## src/rtl/ebr_fifo_pkg.sv

```systemverilog
// Shared constants and helpers for the EBR-backed stream FIFO.
// Geometry of the iCE40UP 4K-bit embedded block RAM.
package ebr_fifo_pkg;

  localparam int EBR_BITS = 4096;
  localparam int EBR_MIN_DEPTH = 16;
  localparam int EBR_MAX_DEPTH = 4096;
  localparam int EBR_MAX_W = 32;

  function automatic int clog2(input int v);
    int r;
    r = 0;
    while ((1 << r) < v) r++;
    return r;
  endfunction

  function automatic bit is_pow2(input int v);
    return (v > 0) && ((v & (v - 1)) == 0);
  endfunction

  // Native lane width of one block for a given payload width.
  function automatic int ebr_lane(input int w);
    if (w <= 2) return 2;
    if (w <= 4) return 4;
    if (w <= 8) return 8;
    return 16;
  endfunction

  function automatic int ebr_depth(input int w);
    return EBR_BITS / ebr_lane(w);
  endfunction

  function automatic bit geom_ok(input int w, input int d);
    return is_pow2(d) &&
      (d >= EBR_MIN_DEPTH) && (d <= EBR_MAX_DEPTH) &&
      (w >= 1) && (w <= EBR_MAX_W);
  endfunction

endpackage

```

## src/rtl/ebr_sdp_ram.sv

```systemverilog
// Simple dual-port RAM with registered read, shaped to map onto SB_RAM40_4K.
// Contents are never reset.
module ebr_sdp_ram
  import ebr_fifo_pkg::*;
#(
  parameter int DATA_W = 16,
  parameter int DEPTH  = 256,
  localparam int AW    = clog2(DEPTH)
) (
  input  logic              clk,
  input  logic              we,
  input  logic [AW-1:0]     waddr,
  input  logic [DATA_W-1:0] wdata,
  input  logic              re,
  input  logic [AW-1:0]     raddr,
  output logic [DATA_W-1:0] rdata
);

  logic [DATA_W-1:0] mem [DEPTH];

  always_ff @(posedge clk) begin
    if (we) mem[waddr] <= wdata;
    if (re) rdata <= mem[raddr];
  end

endmodule

```

## src/rtl/ebr_stream_fifo.sv

```systemverilog
// Valid/ready elastic buffer over one inferred EBR; head word lives in the RAM read register.
// EBR_FIFO_WATERMARK_EN adds peak_level, peak_clr and ovf_err.
module ebr_stream_fifo
  import ebr_fifo_pkg::*;
#(
  parameter int DATA_W       = 16,
  parameter int DEPTH        = 256,
  parameter int AFULL_THRESH = DEPTH - 4,
  localparam int AW          = clog2(DEPTH),
  localparam int LW          = clog2(DEPTH + 1)
) (
  input  logic              clk,
  input  logic              rst_n,
  input  logic              flush,
  input  logic              s_valid,
  output logic              s_ready,
  input  logic [DATA_W-1:0] s_data,
  output logic              m_valid,
  input  logic              m_ready,
  output logic [DATA_W-1:0] m_data,
  output logic [LW-1:0]     level,
  output logic              almost_full
`ifdef EBR_FIFO_WATERMARK_EN
  ,
  input  logic              peak_clr,
  output logic [LW-1:0]     peak_level,
  output logic              ovf_err
`endif
);

  if (!geom_ok(DATA_W, DEPTH)) begin : g_bad_geom
    $error("ebr_stream_fifo: illegal DATA_W/DEPTH");
  end
  if (AFULL_THRESH < 1 || AFULL_THRESH > DEPTH) begin : g_bad_thr
    $error("ebr_stream_fifo: illegal AFULL_THRESH");
  end

  logic [AW-1:0] wr_ptr;
  logic [AW-1:0] rd_ptr;
  logic [LW-1:0] mem_cnt;
  logic [LW-1:0] mem_cnt_nxt;
  logic [LW-1:0] lvl_q;
  logic [LW-1:0] lvl_nxt;
  logic          mv_q;
  logic          mv_nxt;
  logic          af_q;
  logic          init_q;

  logic push;
  logic pop;
  logic re;
  logic l_inc;
  logic l_dec;
  logic c_inc;
  logic c_dec;

  // Ready comes only from registered state; no m_ready path.
  assign s_ready = init_q & (lvl_q < LW'(DEPTH));
  assign push    = s_valid & s_ready & ~flush;
  assign pop     = mv_q & m_ready;
  assign re      = (mem_cnt != '0) & (~mv_q | m_ready) & ~flush;

  assign l_inc = push & ~pop;
  assign l_dec = pop & ~push & ~flush;
  assign c_inc = push & ~re;
  assign c_dec = re & ~push;

  always_comb begin
    lvl_nxt = lvl_q;
    unique case (1'b1)
      flush:   lvl_nxt = '0;
      l_inc:   lvl_nxt = lvl_q + LW'(1);
      l_dec:   lvl_nxt = lvl_q - LW'(1);
      default: lvl_nxt = lvl_q;
    endcase
  end

  always_comb begin
    mem_cnt_nxt = mem_cnt;
    unique case (1'b1)
      flush:   mem_cnt_nxt = '0;
      c_inc:   mem_cnt_nxt = mem_cnt + LW'(1);
      c_dec:   mem_cnt_nxt = mem_cnt - LW'(1);
      default: mem_cnt_nxt = mem_cnt;
    endcase
  end

  always_comb begin
    mv_nxt = mv_q;
    if (flush)    mv_nxt = 1'b0;
    else if (re)  mv_nxt = 1'b1;
    else if (pop) mv_nxt = 1'b0;
  end

  always_ff @(posedge clk or negedge rst_n) begin
    if (!rst_n) begin
      wr_ptr  <= '0;
      rd_ptr  <= '0;
      mem_cnt <= '0;
      lvl_q   <= '0;
      mv_q    <= 1'b0;
      af_q    <= 1'b0;
      init_q  <= 1'b0;
    end else begin
      init_q  <= 1'b1;
      mem_cnt <= mem_cnt_nxt;
      lvl_q   <= lvl_nxt;
      mv_q    <= mv_nxt;
      af_q    <= lvl_nxt >= LW'(AFULL_THRESH);
      if (flush) begin
        wr_ptr <= '0;
        rd_ptr <= '0;
      end else begin
        if (push) wr_ptr <= wr_ptr + AW'(1);
        if (re)   rd_ptr <= rd_ptr + AW'(1);
      end
    end
  end

  ebr_sdp_ram #(
    .DATA_W (DATA_W),
    .DEPTH  (DEPTH)
  ) u_ram (
    .clk   (clk),
    .we    (push),
    .waddr (wr_ptr),
    .wdata (s_data),
    .re    (re),
    .raddr (rd_ptr),
    .rdata (m_data)
  );

  assign m_valid     = mv_q;
  assign level       = lvl_q;
  assign almost_full = af_q;

`ifdef EBR_FIFO_WATERMARK_EN
  logic [LW-1:0] peak_q;
  logic          ovf_q;

  // Peak follows the level register, so it lags level by one cycle.
  always_ff @(posedge clk or negedge rst_n) begin
    if (!rst_n) begin
      peak_q <= '0;
      ovf_q  <= 1'b0;
    end else if (flush) begin
      peak_q <= '0;
      ovf_q  <= 1'b0;
    end else begin
      if (peak_clr)            peak_q <= lvl_q;
      else if (lvl_q > peak_q) peak_q <= lvl_q;
      if (init_q & s_valid & ~s_ready) ovf_q <= 1'b1;
    end
  end

  assign peak_level = peak_q;
  assign ovf_err    = ovf_q;
`endif

endmodule

```

## config.mk

```make
export PLATFORM = sky130hd
export DESIGN_NAME = ebr_stream_fifo
export DESIGN_NICKNAME = d
export VERILOG_FILES = /design/src/rtl/ebr_fifo_pkg.sv /design/src/rtl/ebr_sdp_ram.sv /design/src/rtl/ebr_stream_fifo.sv
export SDC_FILE = /design/constraint.sdc
export NUM_CORES = 2
export LEC_CHECK = 0
export ABC_CLOCK_PERIOD_IN_PS = 6400
export BUFFER_PORTS_ARGS = -buffer_cell sky130_fd_sc_hd__buf_2
export CORE_MARGIN = 2
export CORE_UTILIZATION = 63
export CTS_CLUSTER_SIZE = 20
export DETAILED_ROUTE_END_ITERATION = 6
export PLACE_DENSITY_LB_ADDON = 0.15
export SYNTH_ARGS = -nofsm -noshare
export SYNTH_HDL_FRONTEND = slang
export SYNTH_SLANG_ARGS = --single-unit
```

## constraint.sdc

```tcl
create_clock -name clk -period 6.4 [get_ports clk]
set_clock_uncertainty 0.2 [all_clocks]
set_input_delay 0.96 -clock clk [delete_from_list [all_inputs] [get_ports clk]]
set_output_delay 0.96 -clock clk [all_outputs]
set_load 0.1 [all_outputs]
```

==> summary.md <==
| Metric | Value |
|---|---|
| Hold Crit Class | in2reg |
| Critical Path Source Type | flip-flop |
| Clk_lat worst skew | 1000 ps |
| Violated checks | DRC, capacitance limit, slew limit |
| Endpoints failing setup | 0 |
| Post-synth top area cell | edfxtp_1 |
| Die area | 262000 µm² |
| Worst path arrival time | 5970 ps |
| Vias in the first global route | 82100 |
| Global-route wire length before repair | 627000 µm |
| Area delta synth->final | 11.3% |
| Die X | 512 µm |
| Final ANT Viol Nets | 0 |
| Starting Density | 63.3% |
| Max Clk Rate | 183 MHz |
| Crit path depth | 8 |
| Synth Area in Simple Gates | 1.95% |
| Worst path slowest cell | nor4_1 |
| # IOs | 49 |
| CP required | 6900 ps |
| CTS Root Cell | clkbuf_16 |
| Clock share of power | 36.6% |
| Crit path from | rd_ptr[1] |
| Status | complete, but fails checks |
| Crit path to | u_ram.rdata[8] |
| Post-route cell area | 181000 µm² |
| Tightest Pin Transition | 1570 ps |
| Top cell type's share of synthesized area | 76.0% |
| RD Place Congestion | 0.892 |
| Final Slew Violations | 4 |
| Top FF cell, synth | edfxtp_1 |
| CP max stage delay | 1300 ps |
| Post-synthesis compound-gate area fraction | 3.81% |
| Total global routing overflow | 0 |
| Wire length per cell | 37.7 µm |
| CP max FO | 35 |
| Post-route DRC violation count | 8 |
| Max Cap Violations | 2 |
| Count of cell types in the netlist | 87 |
| Commonest non-fill, non-tap cell in the layout | edfxtp_1 |
| Max Root-Sink Buffers | 4 |
| Initial antenna violation count | 22 |
| Comb power frac | 16.6% |
| Top cells by area, synth | edfxtp_1 76%, mux4_2 9.3%, mux2i_1 3.9% |
| Worst VDD drop | 0.000338 V |
| Post-synthesis average cell area | 21.1 µm² |
| Area post-placement | 168000 µm² |
| R2r setup slk | 930 ps |
| Most frequent cells in the layout | 4112 x edfxtp_1, 674 x mux4_2, 626 x mux2i_1 |
| Synth Warn # | 0 |
| H-Tree Depth | 5 |
| Period utilisation layout | 85.5% |
| Seq pwr share | 46.8% |
| Post-synth EDFFs | 4112 |
| Final Critical Period | 5470 ps |
| Cells after synthesis | 7688 |
| Post-synthesis sequential area ratio | 76.6% |
| Reg2reg path depth | 8 |
| CTS Buf Count | 411 |
| CP top delay family | simple AND/OR/NAND/NOR gates |
| Mux contribution to synthesized area | 15.1% |
| Hold Startpoint | m_ready |
| Final Hold Viols | 0 |
| CTS tree | yes |
| RSZ-0062 raised after global routing | no |
| Hold-fix buffers, CTS | 1 |
| Post-Synth Adder-Cell Area | 0.186% |
| Vias | 84700 |
| R2r endpoint | u_ram.rdata[8] |
| Core Region | 257000 µm² |
| DRT iter0 DRCs | 13800 |
| # port buffers | 48 |
| Pwr/cell area | 357 nW/µm² |
| Net count after synthesis | 7732 |
| Drt pass-1 iters | 7 |
| Clk sink count | 4149 |
| Post-Synth XOR/XNOR Area | 0.146% |
| Sw Ratio | 25.3% |
| Worst rel slew slack | -5.83% |
| NumNets Final | 8179 |
| Psw | 16.3 mW |
| Row cnt | 186 |
| Post-CTS setup repair buffer count | 0 |
| Via density | 7.15 |
| Flops & latches, synth | 4149 |
| Internal power | 48.2 mW |
| Ratio of cells with drive above 1 in the final layout | 22.5% |
| Static leakage | 56.8 nW |
| Crit Path Category | reg2reg |
| GRT Total Usage | 34.2% |
| R2R Path Start | rd_ptr[1] |
| Die Y | 512 µm |
| Post-detailed-routing wire length | 447000 µm |
| Largest net degree at the start of global routing | 189 |
| Mapped cell area | 162000 µm² |
| Buf/Inv on CP | 1 |
| Crit path cell chain | or2_2, buf_4, o221ai_1, a31oi_1, a2111oi_0, nor4_1, a21oi_1, nor4b_1 |
| Total power | 64.5 mW |
| Clk pin slew, worst setup/hold paths | 60 ps |
| Post-CTS sizing | 0 |
| Largest family of logic cells by synthesized area | multiplexers |
| Crit end category | flip-flop |
| Post-Route Setup TNS | 0 ps |
| HPWL Detailed | 257000 µm |
| Asr flop ratio synth | 0.892% |
Yosys cell counts, types with 6 or more instances:
cell / count
nor3_1: 100
a21oi_1: 191
or2_2: 11
buf_1: 18
a211o_1: 6
and2_1: 18
edfxtp_1: 4112
nand3_1: 43
o22ai_1: 149
a221oi_1: 22
inv_1: 10
ha_1: 21
buf_4: 22
mux2_2: 12
nor2b_1: 19
o31ai_1: 10
o211ai_1: 16
o221ai_1: 199
a21o_1: 10
mux4_1: 110
xor2_1: 9
nor2_1: 329
buf_12: 26
o221ai_2: 6
mux4_2: 674
o21ai_0: 74
a2111oi_0: 6
nand2b_1: 12
buf_8: 59
nand4_1: 10
xnor2_1: 18
nor4_1: 10
dfrtp_1: 37
buf_2: 121
nand2_1: 123
mux2i_1: 626
and3_1: 9
a211oi_1: 23
a22o_1: 22
a31oi_1: 20
buf_6: 51
a22oi_1: 68
clkbuf_1: 143
clkbuf_8: 19
logic make-up (layout without fill, tap and decap cells):
group / Yosys count / in the layout
AO/OA/AOI/OAI: 879 / 879
XOR/XNOR: 27 / 27
adder cells (fa/ha/maj): 23 / 23
buffers and inverters: 476 / 1241
flip-flops: 4149 / 4149
multiplexers: 1422 / 1422
other: 1 / 11
AND/OR/NAND/NOR: 711 / 711
power groups by stage:
| stage | Clock [mW] | Combinational (mW) | Sequential, mW |
|---|---|---|---|
| 5_1_grt | 24.7 | 11.1 | 30.2 |
| 4_1_cts | 23.7 | 10.7 | 30.2 |
| 6_report | 23.6 | 10.7 | 30.2 |
| 3_3_place_gp | 0 | 10.5 | 30.8 |
| 2_1_floorplan | 0 | 7.84 | 31.0 |
| 3_5_place_dp | 0 | 10.6 | 30.8 |
worst min-delay path: cells and delay by family:
kind / cells / cell delay (ps)
compound gates: 1 / 80
buf+inv: 1 / 90
simple gates: 1 / 110
routing by layer:
metal | global-route usage [%] | vias up | share of wire, %
met5 | 0 | - | 0.024
met4 | 14.7 | 18 | 5.0
met1 | 48.9 | 44100 | 37
met2 | 50.7 | 6347 | 46
li1 | - | 33300 | -
met3 | 8.80 | 989 | 13
flip-flops by register name, indices dropped and copies added, names as in the netlist:
signal	cells
mem_cnt	9
m_valid	1
wr_ptr	8
almost_full	1
level	9
u_ram.rdata	16
u_ram.mem	4096
init_q	1
rd_ptr	8
stage by stage:
stage	std cells	setup WS, ps	utilization (%)	hold slack [ps]
after floorplan	7688	1900	-	269
after global placement	11100	1070	65.4	290
after detailed placement	11100	1160	65.4	306
after CTS	11800	1110	70.5	43.2
after global routing	11800	644	70.5	88.7
final	11800	927	70.5	86.3
how the worst min path moves through the flow:
| stage | endpoint | slack [ps] | cells past startpoint |
|---|---|---|---|
| 3_5_place_dp | mem_cnt[2] | 310 | 2 |
| 4_1_cts | m_valid | 40 | 3 |
| 2_1_floorplan | mem_cnt[2] | 270 | 2 |
| 3_3_place_gp | mem_cnt[2] | 290 | 2 |
| 6_report | m_valid | 90 | 3 |
| 5_1_grt | m_valid | 90 | 3 |
final cells by class:
class	count	area, µm²
diodes	10	25.0
inverters	12	57.6
well taps	3384	4230
clock buffers	505	10700
flip-flops and latches	4149	124000
repair buffers	498	4300
fillers	15100	75800
clock inverters	226	2270
multi-input cells	3063	34800
Power figures use the tool's default switching activity.
